==> config.mk <==
export PLATFORM = sky130hd
export DESIGN_NAME = npu_seq_ctrl
export DESIGN_NICKNAME = d
export VERILOG_FILES = /design/src/rtl/npu_pkg.sv /design/src/rtl/npu_addr_cnt.sv /design/src/rtl/npu_seq_ctrl.sv
export SDC_FILE = /design/constraint.sdc
export NUM_CORES = 1
export LEC_CHECK = 0
export BUFFER_PORTS_ARGS = -buffer_cell sky130_fd_sc_hd__buf_2
export CORE_MARGIN = 3
export CORE_UTILIZATION = 50
export DETAILED_ROUTE_END_ITERATION = 8
export HOLD_SLACK_MARGIN = 0.05
export PLACE_DENSITY = 0.85
export SETUP_SLACK_MARGIN = 0.15
export SLEW_MARGIN = 5
export SYNTH_ARGS = -nofsm -noshare
export SYNTH_HDL_FRONTEND = slang
export SYNTH_HIERARCHICAL = 1
export SYNTH_SLANG_ARGS = --single-unit
==> constraint.sdc <==
create_clock -name clk -period 4.91 [get_ports clk]
set_input_delay 0.982 -clock clk [delete_from_list [all_inputs] [get_ports clk]]
set_output_delay 0.982 -clock clk [all_outputs]
set_load 0.01 [all_outputs]
==> src/rtl/npu_pkg.sv <==
// Shared types and constants for the npu_simple tile sequencer.
// State encoding, lane masks, default geometry and the latched post-processing config.
package npu_pkg;

   typedef enum logic [2:0] {
      ST_IDLE = 3'd0,
      ST_BIAS = 3'd1,
      ST_WGT  = 3'd2,
      ST_INP  = 3'd3,
      ST_RD   = 3'd4,
      ST_DONE = 3'd5
   } state_t;

   localparam int LANES  = 9;
   localparam int DATA_W = 72;
   localparam int GRP_B  = 3;

   localparam logic [LANES-1:0] EN_ALL  = 9'h1FF;
   localparam logic [LANES-1:0] EN_BIAS = 9'h180;

   localparam int DEF_WIDTH     = 80;
   localparam int DEF_HEIGHT    = 8;
   localparam int DEF_WIDTH_B   = 7;
   localparam int DEF_HEIGHT_B  = 3;
   localparam int DEF_IN_GROUPS = 8;
   localparam int DEF_RD_GROUPS = 8;
   localparam logic [LANES-1:0] DEF_LAST_MASK = 9'h1FE;

   typedef struct packed {
      logic [2:0] bound_level;
      logic [2:0] step_p;
      logic       relu;
      logic       mp;
   } cfg_t;

endpackage

==> src/rtl/npu_addr_cnt.sv <==
// Two-level row/group counter: one step per inc, wraps to zero after the last step; clr has priority.
// Count updates on the cycle after inc; no backpressure, the caller gates inc.
module npu_addr_cnt #(
   parameter int OW = 3,
   parameter int IW = 3
) (
   input  logic          clk,
   input  logic          reset,
   input  logic          clr,
   input  logic          inc,
   input  logic [OW-1:0] outer_max,
   input  logic [IW-1:0] inner_max,
   output logic [OW-1:0] outer,
   output logic [IW-1:0] inner,
   output logic          last
);

   logic inner_wrap;
   logic outer_wrap;

   assign inner_wrap = (inner == inner_max);
   assign outer_wrap = (outer == outer_max);
   assign last       = inner_wrap && outer_wrap;

   always_ff @(posedge clk or negedge reset) begin
      if (!reset) begin
         outer <= '0;
         inner <= '0;
      end else if (clr) begin
         outer <= '0;
         inner <= '0;
      end else if (inc) begin
         if (inner_wrap) begin
            inner <= '0;
            outer <= outer_wrap ? '0 : outer + OW'(1);
         end else begin
            inner <= inner + IW'(1);
         end
      end
   end

endmodule

==> src/rtl/npu_seq_ctrl.sv <==
// Sequences one npu_simple tile (bias, weight, input loads, then read sweep); outputs registered, one cycle after accept.
// Load beats stall freely on s_valid; the read sweep never stalls; abort returns to idle on the next cycle.
module npu_seq_ctrl
   import npu_pkg::*;
#(
   parameter int               WIDTH     = DEF_WIDTH,
   parameter int               HEIGHT    = DEF_HEIGHT,
   parameter int               WIDTH_B   = DEF_WIDTH_B,
   parameter int               HEIGHT_B  = DEF_HEIGHT_B,
   parameter int               IN_GROUPS = DEF_IN_GROUPS,
   parameter logic [LANES-1:0] LAST_MASK = DEF_LAST_MASK,
   parameter int               RD_GROUPS = DEF_RD_GROUPS
) (
   input  logic                        clk,
   input  logic                        reset,
   input  logic                        start,
   input  logic                        abort,
   input  logic [2:0]                  cfg_bound_level,
   input  logic [2:0]                  cfg_step_p,
   input  logic                        cfg_relu,
   input  logic                        cfg_mp,
   input  logic                        s_valid,
   input  logic [DATA_W-1:0]           s_data,
   output logic                        s_ready,
   output logic                        busy,
   output logic                        done,
   output logic [WIDTH_B-1:0]          write_w,
   output logic [HEIGHT_B-1:0]         write_h,
   output logic [DATA_W-1:0]           data_in,
   output logic [LANES-1:0]            en_in,
   output logic [LANES*WIDTH_B-1:0]    readi_w,
   output logic [LANES*HEIGHT_B-1:0]   readi_h,
   output logic [LANES-1:0]            en_read,
   output logic                        en_bias,
   output logic [2:0]                  step,
   output logic                        en_pe,
   output logic [2:0]                  bound_level,
   output logic [2:0]                  step_p,
   output logic                        en_relu,
   output logic                        en_mp
);

   state_t state, state_nxt;
   cfg_t   cfg_q;

   logic load_st, accept, start_ok, rd_go;
   logic cnt_clr, cnt_inc, cnt_last;
   logic [HEIGHT_B-1:0] row;
   logic [GRP_B-1:0]    grp, grp_max;

   logic [WIDTH_B-1:0]        wr_w_nxt;
   logic [HEIGHT_B-1:0]       wr_h_nxt;
   logic [DATA_W-1:0]         wr_d_nxt;
   logic [LANES-1:0]          wr_en_nxt;
   logic [LANES*WIDTH_B-1:0]  rd_w_nxt;
   logic [LANES*HEIGHT_B-1:0] rd_h_nxt;

   function automatic logic [WIDTH_B-1:0] col_of(input logic [GRP_B-1:0] g, input int k);
      return WIDTH_B'(g) * WIDTH_B'(LANES) + WIDTH_B'(k);
   endfunction

   assign load_st  = (state == ST_BIAS) || (state == ST_WGT) || (state == ST_INP);
   assign s_ready  = load_st && !abort;
   assign accept   = s_valid && s_ready;
   assign start_ok = (state == ST_IDLE) && start && !abort;
   assign rd_go    = (state == ST_RD) && !abort;

   // One counter serves every sweep: held at zero while idle, and it wraps to zero
   // on its last step, so each phase hand-off starts from row 0 / group 0.
   assign cnt_clr = abort || (state == ST_IDLE);
   assign cnt_inc = accept || rd_go;
   assign grp_max = (state == ST_INP) ? GRP_B'(IN_GROUPS - 1) :
                    (state == ST_RD)  ? GRP_B'(RD_GROUPS - 1) : '0;

   npu_addr_cnt #(
      .OW (HEIGHT_B),
      .IW (GRP_B)
   ) u_cnt (
      .clk       (clk),
      .reset     (reset),
      .clr       (cnt_clr),
      .inc       (cnt_inc),
      .outer_max (HEIGHT_B'(HEIGHT - 1)),
      .inner_max (grp_max),
      .outer     (row),
      .inner     (grp),
      .last      (cnt_last)
   );

   always_ff @(posedge clk or negedge reset) begin
      if (!reset) state <= ST_IDLE;
      else        state <= state_nxt;
   end

   always_comb begin
      state_nxt = state;
      case (state)
         ST_IDLE: if (start_ok) state_nxt = ST_BIAS;
         ST_BIAS: if (accept && cnt_last) state_nxt = ST_WGT;
         ST_WGT:  if (accept && cnt_last) state_nxt = ST_INP;
         ST_INP:  if (accept && cnt_last) state_nxt = ST_RD;
         ST_RD:   if (cnt_last) state_nxt = ST_DONE;
         ST_DONE: state_nxt = ST_IDLE;
         default: state_nxt = ST_IDLE;
      endcase
      if (abort) state_nxt = ST_IDLE;
   end

   always_comb begin
      wr_w_nxt  = '0;
      wr_h_nxt  = '0;
      wr_d_nxt  = '0;
      wr_en_nxt = '0;
      if (accept) begin
         wr_h_nxt  = row;
         wr_d_nxt  = s_data;
         wr_en_nxt = EN_ALL;
         case (state)
            ST_BIAS: begin
               wr_w_nxt  = WIDTH_B'(WIDTH);
               wr_d_nxt  = {s_data[15:0], {(DATA_W-16){1'b0}}};
               wr_en_nxt = EN_BIAS;
            end
            ST_WGT: wr_w_nxt = WIDTH_B'(WIDTH - LANES);
            ST_INP: begin
               wr_w_nxt = col_of(grp, 0);
               if (grp == GRP_B'(IN_GROUPS - 1)) wr_en_nxt = LAST_MASK;
            end
            default: wr_en_nxt = '0;
         endcase
      end
   end

   // Lane 0 occupies the most significant slice of the packed read buses.
   always_comb begin
      rd_w_nxt = '0;
      rd_h_nxt = '0;
      if (rd_go) begin
         for (int k = 0; k < LANES; k++) begin
            rd_w_nxt[(LANES-1-k)*WIDTH_B +: WIDTH_B]   = col_of(grp, k);
            rd_h_nxt[(LANES-1-k)*HEIGHT_B +: HEIGHT_B] = row;
         end
      end
   end

   always_ff @(posedge clk or negedge reset) begin
      if (!reset) begin
         write_w <= '0;
         write_h <= '0;
         data_in <= '0;
         en_in   <= '0;
         readi_w <= '0;
         readi_h <= '0;
         en_read <= '0;
         en_bias <= 1'b0;
         en_pe   <= 1'b0;
         step    <= '0;
         busy    <= 1'b0;
         done    <= 1'b0;
         cfg_q   <= '0;
      end else begin
         write_w <= wr_w_nxt;
         write_h <= wr_h_nxt;
         data_in <= wr_d_nxt;
         en_in   <= wr_en_nxt;
         readi_w <= rd_w_nxt;
         readi_h <= rd_h_nxt;
         en_read <= rd_go ? EN_ALL : '0;
         en_bias <= rd_go;
         en_pe   <= rd_go;
         step    <= rd_go ? 3'(grp) : 3'd0;
         busy    <= (state_nxt != ST_IDLE);
         done    <= (state == ST_DONE) && !abort;
         if (start_ok) begin
            cfg_q <= '{bound_level: cfg_bound_level, step_p: cfg_step_p,
                       relu: cfg_relu, mp: cfg_mp};
         end
      end
   end

   assign bound_level = cfg_q.bound_level;
   assign step_p      = cfg_q.step_p;
   assign en_relu     = cfg_q.relu;
   assign en_mp       = cfg_q.mp;

endmodule

==> flow_summary.json <==
{
  "yosys_warnings": 6,
  "dr.pass1.iters": 4,
  "dp_hpwl_um": 10320,
  "slew_headroom": 0.3107,
  "ctsLongestPathBuffers": 2,
  "syn_area_per_cell_um2": 11.64,
  "core-area_um2": 12060,
  "syn_area_um2": 6217,
  "holdBufCountCts": 0,
  "clock-sinks": 151,
  "final_layout_size_suffix_gt1_frac": 0.4452,
  "critPathArrivalTime_ns": 1.51,
  "grtUsageTotal": 0.2097,
  "worst_pin_slew_ns": 1.029,
  "post-route-period-util": 0.5065,
  "tritoncts": "yes",
  "total_leakage_power_nw": 4.660,
  "status": "finished, final reports clean",
  "grt_max_degree": 77,
  "num_io_pins": 291,
  "drt_iter0_drc": 273,
  "finalWirelength_um": 14350,
  "cpLargestDelayFamily": "buffers and inverters",
  "finalNonFillerCells": 943,
  "die_y_um": 117.5,
  "async_flop_share": 1.000,
  "first_global_vias": 4308,
  "crit_path_start_kind": "primary input",
  "path_clk_slew_ns": 0.06,
  "num-nets-final": 864,
  "cts_setup_buffers": 0,
  "fmax_mhz": 402.1,
  "numCtsBuffers": 17,
  "hold_violations": 0,
  "tns_ns": 0,
  "seqCellArea_um2": 3779,
  "dieArea_um2": 13810,
  "via_per_inst": 4.648,
  "n_antenna_cell": 0,
  "rows": 40,
  "fin_skew_ns": 0.01076,
  "fin_crit_ns": 2.487,
  "synth_top_area_frac": 0.6078,
  "synthToLayoutAreaGrowth_pct": 27.93,
  "critPathBufInv": 2,
  "max_stage_delay_ns": 0.20,
  "cp_max_fo": 11,
  "slowest_stage": "nor3_1",
  "drc_errors": 0,
  "multiInputGateArea_um2": 1804,
  "finalSetupViolCount": 0,
  "h-tree-depth": 4,
  "via_count": 4383,
  "maxSlewViolCount": 0,
  "vdd_drop_max_uv": 256.0,
  "initial_core_util": 0.5155,
  "whs_ns": 0.5087,
  "place.gp.congestion": 0.8073,
  "synthTopCellsByArea": "dfrtp_1 (61%), buf_4 (7.8%), and2_1 (6.9%)",
  "min_path_type": "reg2reg",
  "numPortBuffers": 289,
  "place_inst": 911,
  "crit_required_ns": 3.93,
  "synthDistinctLibCells": 49,
  "power_mw": 2.795,
  "crit_path_end_kind": "output port",
  "path_cells": "buf_2, nor3_1, buf_2",
  "grt-ovfl-total": 0,
  "yosysTopAreaCell": "dfrtp_1",
  "grt_setup_unrepaired": "false",
  "ctsResizeCount": 0,
  "die_w_um": 117.5,
  "cts_root_buf": "clkbuf_16",
  "clk-insertion-delay-late_ns": 0.42,
  "wl_per_cell_um": 15.21,
  "path_common_cell": "buf_2",
  "ant_nets": 0,
  "powerDensity_nw_per_um2": 351.4,
  "postSynthCellCount": 534,
  "synth_commonest_cells": "dfrtp_1 (151), and2_1 (69), buf_4 (65)",
  "path_class": "in2out",
  "seq_area_frac_synth": 0.6078,
  "antenna_found_initial": 0,
  "synth-seq-cells": 151,
  "n_fill_cell": 925,
  "synth-edff-count": 0,
  "yosysMostFrequentCell": "dfrtp_1",
  "maxCapViolations": 0,
  "synth-main-ff-cell": "dfrtp_1",
  "grt_pass1_wl_um": 22650
}
==> placed cells by master, fill, tap and decap left out, drive strengths merged, types with 2 or more instances in the layout <==
master,count
nor3b,6
clkinv,7
a21boi,3
a31oi,2
nand2b,2
and2,69
conb,4
nor3,4
nand3,8
nor2b,5
o21ai,7
buf,292
nand2,43
inv,11
xnor2,13
bufinv,4
or2,2
ha,17
a21oi,36
nor2,29
dfrtp,151
mux2,8
and3,7
or3,5
clkbuf,21
nand3b,4
==> final cells by class <==
cell class / count / share of cell area
Timing Repair Buffer: 292 / 0.1855
Inverter: 12 / 0.005820
Multi-Input combinational cell: 288 / 0.2268
Clock inverter: 11 / 0.02124
Sequential cell: 151 / 0.4751
Tap cell: 168 / 0.02643
Clock buffer: 21 / 0.05915
==> power by group <==
part	leakage, nW	total, mW	switching [mW]	internal [mW]
Clock	0.313	1.38	0.492	0.891
Sequential	2.09	1.27	0.00979	1.26
Combinational	2.26	0.139	0.0788	0.0603
==> sequential cells by signal, indices dropped and copies added (netlist names), 2 cells and up <==
name,cells
en_in,3
write_h,3
u_cnt/inner,3
readi_w,41
state,3
write_w,7
step,2
data_in,72
readi_h,3
bound_level,3
step_p,3
u_cnt/outer,3
==> per-stage QoR <==
stage                     utilization  cell area, um^2  setup WS [ns]
after floorplan                     -             6225          2.401
after global placement         0.6064             7315          2.277
after detailed placement       0.6064             7315          2.239
after CTS                      0.6594             7954          2.423
after global routing           0.6594             7954          2.182
final                          0.6594             7954          2.423
==> worst paths after layout <==
path | start | endpoint | slack (ns) | depth (start not counted)
max | abort | s_ready | 2.42 | 3
min | bound_level[1] | bound_level[1] | 0.51 | 1
max reg2reg | state[0] | busy | 2.45 | 8
min reg2reg | bound_level[1] | bound_level[1] | 0.51 | 1
max in group asynchronous | reset | data_in[0] | 3.39 | 2
min in group asynchronous | reset | data_in[24] | 0.56 | 1
==> logic make-up (layout without fill, tap and decap cells) <==
| family | count (synthesis) | count (layout) | share of synthesized area |
|---|---|---|---|
| flip-flops | 151 | 151 | 0.6078 |
| multiplexers | 9 | 9 | 0.01610 |
| adder cells (fa/ha/maj) | 17 | 17 | 0.03421 |
| AO/OA/AOI/OAI | 56 | 56 | 0.05273 |
| XOR/XNOR | 14 | 14 | 0.01972 |
| other | 2 | 4 | 0.001208 |
| AND/OR/NAND/NOR | 188 | 188 | 0.1650 |
| buffers and inverters | 97 | 336 | 0.1032 |
==> per-layer routing <==
layer,GRT usage,part of all wire,vias to the layer above
met5,0,0,-
met4,0.09817,0.027,0
met3,0.05142,0.059,28
met2,0.3483,0.51,173
met1,0.2602,0.41,2072
li1,-,-,2110
Note: power is estimated with default switching activity, not from simulation.
